## config.mk

```make
export PLATFORM = sky130hd
export DESIGN_NAME = ofs_plat_prim_ram_read_stream
export DESIGN_NICKNAME = d
export VERILOG_FILES = /design/src/rtl/ofs_plat_prim_ram_read_stream.sv
export SDC_FILE = /design/constraint.sdc
export NUM_CORES = 1
export LEC_CHECK = 0
export CORE_MARGIN = 2
export CORE_UTILIZATION = 47
export DETAILED_ROUTE_END_ITERATION = 10
export PLACE_DENSITY_LB_ADDON = 0.25
export SYNTH_ARGS = -nofsm -noshare
export SYNTH_HDL_FRONTEND = slang
export SYNTH_SLANG_ARGS = --single-unit
export TNS_END_PERCENT = 1
```

## constraint.sdc

```tcl
create_clock -name clk -period 5.45 [get_ports clk]
set_input_delay 1.09 -clock clk [delete_from_list [all_inputs] [get_ports clk]]
set_output_delay 1.09 -clock clk [all_outputs]
set_load 0.02 [all_outputs]
```

## src/rtl/ofs_plat_prim_ram_read_stream.sv

```systemverilog
`default_nettype none
// ============================================================================
// Module   : ofs_plat_prim_ram_read_stream
// Brief    : Streams reads from a fixed-latency simple dual-port RAM into a
//            credit-protected response FIFO with ready/valid handshakes.
//            Optional address-range check: OFS_PLAT_RAM_READ_STREAM_ADDR_CHECK_EN
// Revision : 1.0 - initial release
// ============================================================================
module ofs_plat_prim_ram_read_stream #(
  parameter int N_ENTRIES    = 32,
  parameter int N_DATA_BITS  = 64,
  parameter int READ_LATENCY = 1,
  parameter int N_OUT_BUF    = READ_LATENCY + 2
) (
  input  logic                           clk,
  input  logic                           reset,

  input  logic                           req_valid,
  output logic                           req_ready,
  input  logic [$clog2(N_ENTRIES)-1:0]   req_addr,

  output logic [$clog2(N_ENTRIES)-1:0]   ram_raddr,
  input  logic [N_DATA_BITS-1:0]         ram_rdata,

  output logic                           rsp_valid,
  input  logic                           rsp_ready,
  output logic [N_DATA_BITS-1:0]         rsp_data,

  output logic                           err_addr
);

  localparam int c_addr_w = $clog2(N_ENTRIES);
  localparam int c_cnt_w  = $clog2(N_OUT_BUF + 1);
  localparam int c_ptr_w  = (N_OUT_BUF > 1) ? $clog2(N_OUT_BUF) : 1;

  localparam logic [c_cnt_w-1:0] c_credits_full = c_cnt_w'(N_OUT_BUF);
  localparam logic [c_cnt_w-1:0] c_cnt_one      = c_cnt_w'(1);
  localparam logic [c_ptr_w-1:0] c_ptr_last     = c_ptr_w'(N_OUT_BUF - 1);
  localparam logic [c_ptr_w-1:0] c_ptr_one      = c_ptr_w'(1);

  logic [c_cnt_w-1:0]      r_credits;
  logic [c_cnt_w-1:0]      r_count;
  logic [c_ptr_w-1:0]      r_wr_ptr;
  logic [c_ptr_w-1:0]      r_rd_ptr;
  logic [READ_LATENCY-1:0] r_pipe;
  logic [N_DATA_BITS-1:0]  r_fifo [N_OUT_BUF];

  logic w_accept;
  logic w_push;
  logic w_pop;

  // The RAM sees the request address directly so the read starts in the
  // acceptance cycle.
  assign ram_raddr = req_addr;

  // Ready depends only on the credit register (and reset), never on rsp_ready.
  assign req_ready = (r_credits != '0) && !reset;
  assign w_accept  = req_valid && req_ready;

  assign rsp_valid = (r_count != '0) && !reset;
  assign rsp_data  = r_fifo[r_rd_ptr];
  assign w_pop     = rsp_valid && rsp_ready;

  assign w_push    = r_pipe[READ_LATENCY-1];

  // Valid shift pipeline tracking reads in flight inside the RAM
  generate
    if (READ_LATENCY == 1) begin : g_pipe_single
      always_ff @(posedge clk) begin
        if (reset) begin
          r_pipe <= '0;
        end else begin
          r_pipe[0] <= w_accept;
        end
      end
    end else begin : g_pipe_shift
      always_ff @(posedge clk) begin
        if (reset) begin
          r_pipe <= '0;
        end else begin
          r_pipe <= {r_pipe[READ_LATENCY-2:0], w_accept};
        end
      end
    end
  endgenerate

  // Credits reserve a FIFO slot at acceptance, so the FIFO cannot overflow.
  always_ff @(posedge clk) begin
    if (reset) begin
      r_credits <= c_credits_full;
    end else begin
      case ({w_accept, w_pop})
        2'b10:   r_credits <= r_credits - c_cnt_one;
        2'b01:   r_credits <= r_credits + c_cnt_one;
        default: r_credits <= r_credits;
      endcase
    end
  end

  always_ff @(posedge clk) begin
    if (reset) begin
      r_count <= '0;
    end else begin
      case ({w_push, w_pop})
        2'b10:   r_count <= r_count + c_cnt_one;
        2'b01:   r_count <= r_count - c_cnt_one;
        default: r_count <= r_count;
      endcase
    end
  end

  always_ff @(posedge clk) begin
    if (reset) begin
      r_wr_ptr <= '0;
      r_rd_ptr <= '0;
    end else begin
      if (w_push) begin
        r_wr_ptr <= (r_wr_ptr == c_ptr_last) ? '0 : r_wr_ptr + c_ptr_one;
      end
      if (w_pop) begin
        r_rd_ptr <= (r_rd_ptr == c_ptr_last) ? '0 : r_rd_ptr + c_ptr_one;
      end
    end
  end

  // Storage needs no reset; occupancy is tracked by r_count.
  always_ff @(posedge clk) begin
    if (w_push) begin
      r_fifo[r_wr_ptr] <= ram_rdata;
    end
  end

`ifdef OFS_PLAT_RAM_READ_STREAM_ADDR_CHECK_EN
  localparam logic [c_addr_w:0] c_addr_limit = (c_addr_w + 1)'(N_ENTRIES);

  logic r_err_addr;

  // Sticky until reset; the offending request is still serviced.
  always_ff @(posedge clk) begin
    if (reset) begin
      r_err_addr <= 1'b0;
    end else if (w_accept && ({1'b0, req_addr} >= c_addr_limit)) begin
      r_err_addr <= 1'b1;
    end
  end

  assign err_addr = r_err_addr && !reset;
`else
  assign err_addr = 1'b0;
`endif

endmodule
`default_nettype wire

```

==> flow_metrics.py, run 1 <==
metrics = {
    "run_status": {
        "outcome": "complete, no violations",
    },
    "worst_hold_path": {
        "hp-class": "flip-flop to flip-flop",
        "holdPathStages": 2,
    },
    "sta": {
        "finalSetupViolations": 0,
        "clock.fmax_mhz": 255.8,
        "relSlewSlack_pct": 22.42,
        "finalMaxSlewViolations": 0,
        "finalSetupTns_ns": 0,
        "rsz0062_at_grt": "no",
        "hold_viol_final": 0,
        "setup_slack_ns": 1.541,
        "skew_ns": 0.007726,
        "fin_crit_sh_pct": 71.73,
        "tightest_slew_ns": 1.164,
        "fin_crit_ns": 3.909,
    },
    "route": {
        "drt-initial-drc-count": 226,
        "ant_nets": 0,
        "drc": 0,
        "drt_pass1_iterations": 4,
        "vias": 4061,
        "avgViaCountPerCell": 4.934,
        "drt-total-wl_mm": 13.38,
        "wl_per_cell_um": 16.26,
    },
    "logic_synthesis": {
        "synth-seq-cells": 203,
        "ys_seq_area_share_pct": 79.06,
        "yosys.cell_types.count": 26,
        "synth_area_um2": 7571,
        "synth-edff-count": 192,
        "syn-num-nets": 536,
        "synth_cells": 461,
        "async_flop_share_pct": 0,
        "synthTopCellsByCount": "edfxtp_1, nand2_1, o21ai_0",
        "synth_area_leader_cell": "edfxtp_1",
        "synth_top_area_share_pct": 76.15,
        "yosys-top-cells-area": "edfxtp_1, mux2i_1, o21ai_0",
        "synth-warning-count": 0,
        "synth_ff_type": "edfxtp_1",
        "avgSynthCellArea_um2": 16.42,
        "yosysMostFrequentCell": "edfxtp_1",
    },
    "layout": {
        "layout.cells.non_filler": 823,
        "num_antenna_cells": 0,
        "fillers": 1149,
        "syn_to_final_growth_pct": 29.04,
        "fin_nets": 668,
        "layout-drive-gt1-share_pct": 6.919,
        "finalInstanceArea_um2": 9769,
    },
    "run": {
        "maxCapViolCount": 0,
    },
    "clocking": {
        "path_clk_slew_ns": 0.06,
        "clock_latency_ns": 0.48,
        "htreeDepth": 1,
        "numCtsBuffers": 21,
        "cts_root_buf": "clkbuf_16",
        "cts_resized": 0,
        "clock_sinks": 203,
        "cts_tree": "yes",
        "cts_setup_buffers": 0,
        "postCtsHoldBufs": 0,
        "clk_path_buf_depth": 3,
    },
    "placement": {
        "gp_congestion": 0.6988,
        "io_buffers": 133,
        "place_ws_ns": 1.831,
        "place_area_um2": 9076,
        "dp_hpwl_mm": 7.709,
        "dp.cells": 786,
    },
    "setup_path": {
        "worstReg2RegEnd": "r_fifo[2][59]",
        "endpoint_kind": "primary output",
        "critPathBufInv": 2,
        "worstPathArrival_ns": 2.82,
        "cp_slowest_cell": "dfxtp_4",
        "required_ns": 4.36,
        "crit_family": "flip-flops",
        "ff2ff_path_depth": 3,
        "r2r_setup_slack_ns": 3.21,
        "critPathMaxFanout": 55,
        "crit_cells": 4,
        "r2r_start": "r_wr_ptr[1]",
        "critical-path-max-stage-delay_ns": 1.04,
        "crit_type": "flip-flop to primary output",
        "path_cells": "buf_4 -> mux2i_1 -> o21ai_0 -> clkdlybuf4s50_1",
        "worstSetupEndpoint": "rsp_data[40]",
        "critPathLaunchType": "flip-flop",
    },
    "grt": {
        "grt_antenna_before_repair": 0,
        "grt_pass1_vias": 4146,
        "grt_max_degree": 129,
        "grt_pass1_wl_mm": 20.39,
        "overflow": 0,
        "track_usage_pct": 15.38,
    },
    "pwr": {
        "max-vdd-ir-drop_mv": 0.2784,
        "power_leakage_nw": 3.050,
        "cellPowerDensity_nw_per_um2": 365.6,
    },
    "floorplan": {
        "io_pins": 145,
        "dieArea_um2": 17140,
        "die_h_um": 130.9,
        "rows": 46,
        "die_w_um": 130.9,
        "core-area_um2": 15830,
        "start_util_pct": 47.83,
    },
}
==> flip-flops by register name, indices dropped and copies added (netlist names), named ones only <==
signal     flops
r_count        2
r_credits      2
r_fifo       192
r_pipe         1
r_rd_ptr       2
r_wr_ptr       2
==> layout by cell type, fill, tap and decap left out <==
| cell | netlist | routed |
|---|---|---|
| clkinv_1 | 0 | 3 |
| nand2_1 | 68 | 68 |
| bufinv_16 | 0 | 3 |
| o21ai_0 | 66 | 66 |
| clkinv_4 | 0 | 1 |
| edfxtp_1 | 192 | 192 |
| mux2i_1 | 64 | 64 |
| and3b_4 | 0 | 1 |
| clkbuf_1 | 12 | 3 |
| or3b_1 | 1 | 1 |
| and2_1 | 2 | 2 |
| clkinv_2 | 0 | 2 |
| dfxtp_1 | 11 | 9 |
| or3b_2 | 1 | 1 |
| clkdlybuf4s50_1 | 0 | 133 |
| clkinvlp_4 | 0 | 3 |
| nor2_4 | 0 | 1 |
| o21ba_2 | 1 | 1 |
| nor2b_1 | 1 | 1 |
| o21ai_1 | 1 | 1 |
| nor3_4 | 0 | 1 |
| buf_4 | 13 | 4 |
| nor3_1 | 2 | 1 |
| a21oi_1 | 4 | 4 |
| inv_1 | 1 | 1 |
| xnor2_1 | 1 | 1 |
| nor2_1 | 7 | 6 |
| ha_1 | 2 | 2 |
| conb_1 | 1 | 1 |
| clkbuf_8 | 0 | 1 |
| xor2_1 | 3 | 3 |
| dfxtp_4 | 0 | 2 |
| clkbuf_16 | 0 | 21 |
| nand2b_1 | 1 | 1 |
| or3_1 | 2 | 2 |
==> cell families after synthesis <==
logic type	count (synthesis)	share of synthesized area, %
XOR/XNOR	4	0.4628
buffers and inverters	29	2.115
adder cells (fa/ha/maj)	2	0.3305
AO/OA/AOI/OAI	72	4.826
AND/OR/NAND/NOR	86	4.694
flip-flops	203	79.06
multiplexers	64	8.461
other	1	0.04953
==> per-stage QoR <==
step | hold slack, ns | power [mW] | utilization [%]
2_1_floorplan | 0.4538 | 2.010 | -
3_3_place_gp | 0.4565 | 2.195 | 57.34
3_5_place_dp | 0.4742 | 2.205 | 57.34
4_1_cts | 0.4869 | 3.615 | 61.72
5_1_grt | 0.5101 | 3.704 | 61.72
6_report | 0.4842 | 3.572 | 61.72
==> worst register-to-register path, cell delays in order (launching register included) <==
cell and delay (ns):
dfxtp_1 0.41, nand2_1 0.12, nor2_4 0.75, buf_4 0.61
==> worst min-delay path by stage <==
stage	slack, ns	endpoint	start
after floorplan	0.45	flip-flop	r_rd_ptr[0]
after global placement	0.46	flip-flop	r_rd_ptr[1]
after detailed placement	0.47	flip-flop	r_rd_ptr[0]
after CTS	0.49	flip-flop	r_rd_ptr[0]
after global routing	0.51	flip-flop	r_rd_ptr[0]
final	0.48	flip-flop	r_rd_ptr[0]
==> area by class of cell <==
cell class / instances / area [um^2] / area share, %
Timing Repair Buffer: 137 / 1361 / 13.93
Sequential cell: 203 / 5993 / 61.35
Clock buffer: 25 / 550.5 / 5.635
Tap cell: 216 / 270.3 / 2.766
Inverter: 1 / 3.754 / 0.03842
Multi-Input combinational cell: 229 / 1448 / 14.82
Clock inverter: 12 / 142.6 / 1.460
==> report_power, final <==
group / switching [mW] / internal, mW
clock network: 0.541 / 0.863
logic: 0.176 / 0.193
registers: 0.0439 / 1.75
total: 0.761 / 2.81
==> per-layer routing <==
layer  track usage [%]  routed length, um
met3             3.624                656
met2             27.02               6984
met5                 0                  0
met4             4.506                182
met1             19.09               5560
Note: power is estimated with default switching activity, not from simulation.
==> run 2: changes to the inputs <==
==> constraint.sdc (replaced) <==
create_clock -name clk -period 3.2 [get_ports clk]
set_input_delay 0.64 -clock clk [delete_from_list [all_inputs] [get_ports clk]]
set_output_delay 0.64 -clock clk [all_outputs]
set_load 0.02 [all_outputs]
==> run 2 against run 1 <==
Effect of this change: worst setup slack got worse by 1.3 ns; count of clock-buffer cells in the layout rose by 9; via count rose by 2.0%; critical path type unchanged; largest cell class unchanged; highest routed layer unchanged.
==> flow_metrics.py, run 2 (same netlist as run 1, synthesis figures left out) <==
metrics = {
    "run_status": {
        "outcome": "complete, no violations",
    },
    "floorplan": {
        "start_util_pct": 47.83,
        "dieArea_um2": 17140,
        "die_h_um": 130.9,
        "die_w_um": 130.9,
        "rows": 46,
        "core-area_um2": 15830,
        "io_pins": 145,
    },
    "layout": {
        "fin_util_pct": 62.13,
        "regMostFlops": "r_fifo",
        "layout_commonest_cell": "edfxtp_1",
        "fin_nets": 675,
        "num_antenna_cells": 0,
        "syn_to_final_growth_pct": 29.90,
        "largest_reg_flops": 192,
        "final_cell_mix": "edfxtp_1, clkdlybuf4s50_1, nand2_1, o21ai_0, mux2i_1",
        "layout-drive-gt1-share_pct": 7.143,
        "layout.cells.non_filler": 832,
        "finalInstanceArea_um2": 9834,
    },
    "sta": {
        "clock.fmax_mhz": 337.6,
        "finalSetupViolations": 0,
        "tightest_slew_ns": 0.6591,
        "finalSetupTns_ns": 0,
        "skew_ns": 0.01132,
        "fin_crit_sh_pct": 92.58,
        "setup_slack_ns": 0.2376,
        "rsz0062_at_grt": "no",
        "hold_viol_final": 0,
        "holdWs_ns": 0.4972,
        "fin_crit_ns": 2.962,
        "finalMaxSlewViolations": 0,
        "relSlewSlack_pct": 56.06,
    },
    "setup_path": {
        "ff2ff_path_depth": 2,
        "r2r_setup_slack_ns": 1.37,
        "crit_type": "flip-flop to primary output",
        "path_cells": "buf_4 -> nand2_1 -> o21ai_0 -> clkdlybuf4s50_1",
        "critical-path-max-stage-delay_ns": 0.66,
        "worstPathArrival_ns": 2.32,
        "critPathMaxFanout": 50,
        "critPathBufInv": 2,
        "crit_cells": 4,
        "required_ns": 2.56,
        "critPathLaunchType": "flip-flop",
        "crit_family": "buffers and inverters",
        "endpoint_kind": "primary output",
        "cp_slowest_cell": "clkdlybuf4s50_1",
    },
    "grt": {
        "track_usage_pct": 16.37,
        "grt_pass1_wl_mm": 21.28,
        "grt_max_degree": 53,
        "grt_pass1_vias": 4262,
        "overflow": 0,
        "grt_antenna_before_repair": 0,
    },
    "clocking": {
        "cts_resized": 0,
        "clock_latency_ns": 0.48,
        "numCtsBuffers": 22,
        "clk_path_buf_depth": 3,
        "postCtsHoldBufs": 0,
        "cts_tree": "yes",
        "clock_sinks": 203,
        "cts_setup_buffers": 0,
        "path_clk_slew_ns": 0.06,
        "cts_root_buf": "clkbuf_16",
        "htreeDepth": 1,
    },
    "placement": {
        "io_buffers": 133,
        "dp.cells": 792,
        "place_ws_ns": 0.4711,
        "gp_congestion": 0.7604,
        "dp_hpwl_mm": 8.579,
        "place_area_um2": 9159,
    },
    "worst_hold_path": {
        "holdPathStages": 2,
        "hp-class": "flip-flop to flip-flop",
    },
    "route": {
        "ant_nets": 0,
        "drt_pass1_iterations": 4,
        "drt-total-wl_mm": 14.12,
        "avgViaCountPerCell": 4.981,
        "drc": 0,
        "drt-initial-drc-count": 162,
        "vias": 4144,
        "wl_per_cell_um": 16.97,
    },
    "pwr": {
        "power_leakage_nw": 3.090,
        "cellPowerDensity_nw_per_um2": 614.0,
        "max-vdd-ir-drop_mv": 0.4512,
        "p_total_mw": 6.039,
    },
    "run": {
        "maxCapViolCount": 0,
    },
}
run 2: final timing paths:
kind,startpoint,end
max,flip-flop,rsp_data[9]
min,r_rd_ptr[1],flip-flop
max reg2reg,r_wr_ptr[0],r_fifo[1][21]
min reg2reg,r_rd_ptr[1],flip-flop
run 2: where the power goes:
group,internal (mW),switching [mW],leakage [nW]
Combinational,0.337,0.351,0.921
Sequential,2.99,0.0307,1.84
Clock,1.41,0.921,0.328
run 2: worst reg2reg max path, stage by stage, from the launching register on:
cell,delay (ns)
dfxtp_1,0.46
and3b_4,0.67
buf_4,0.39
run 2: per-layer routing:
metal	vias to the layer above	routed length (um)	global-route usage, %
li1	2001	-	-
met1	2009	5631	18.92
met2	104	7490	29.81
met3	30	660	3.746
met4	0	336	6.070
met5	-	0	0
run 2: cell type report:
type                    count  area (um^2)
well taps                 216        270.3
multi-input cells         229         1448
inverters                   1        3.754
clock inverters             6        58.81
flip-flops and latches    203         5993
clock buffers              34        616.8
fillers                  1179         5993
repair buffers            143         1444
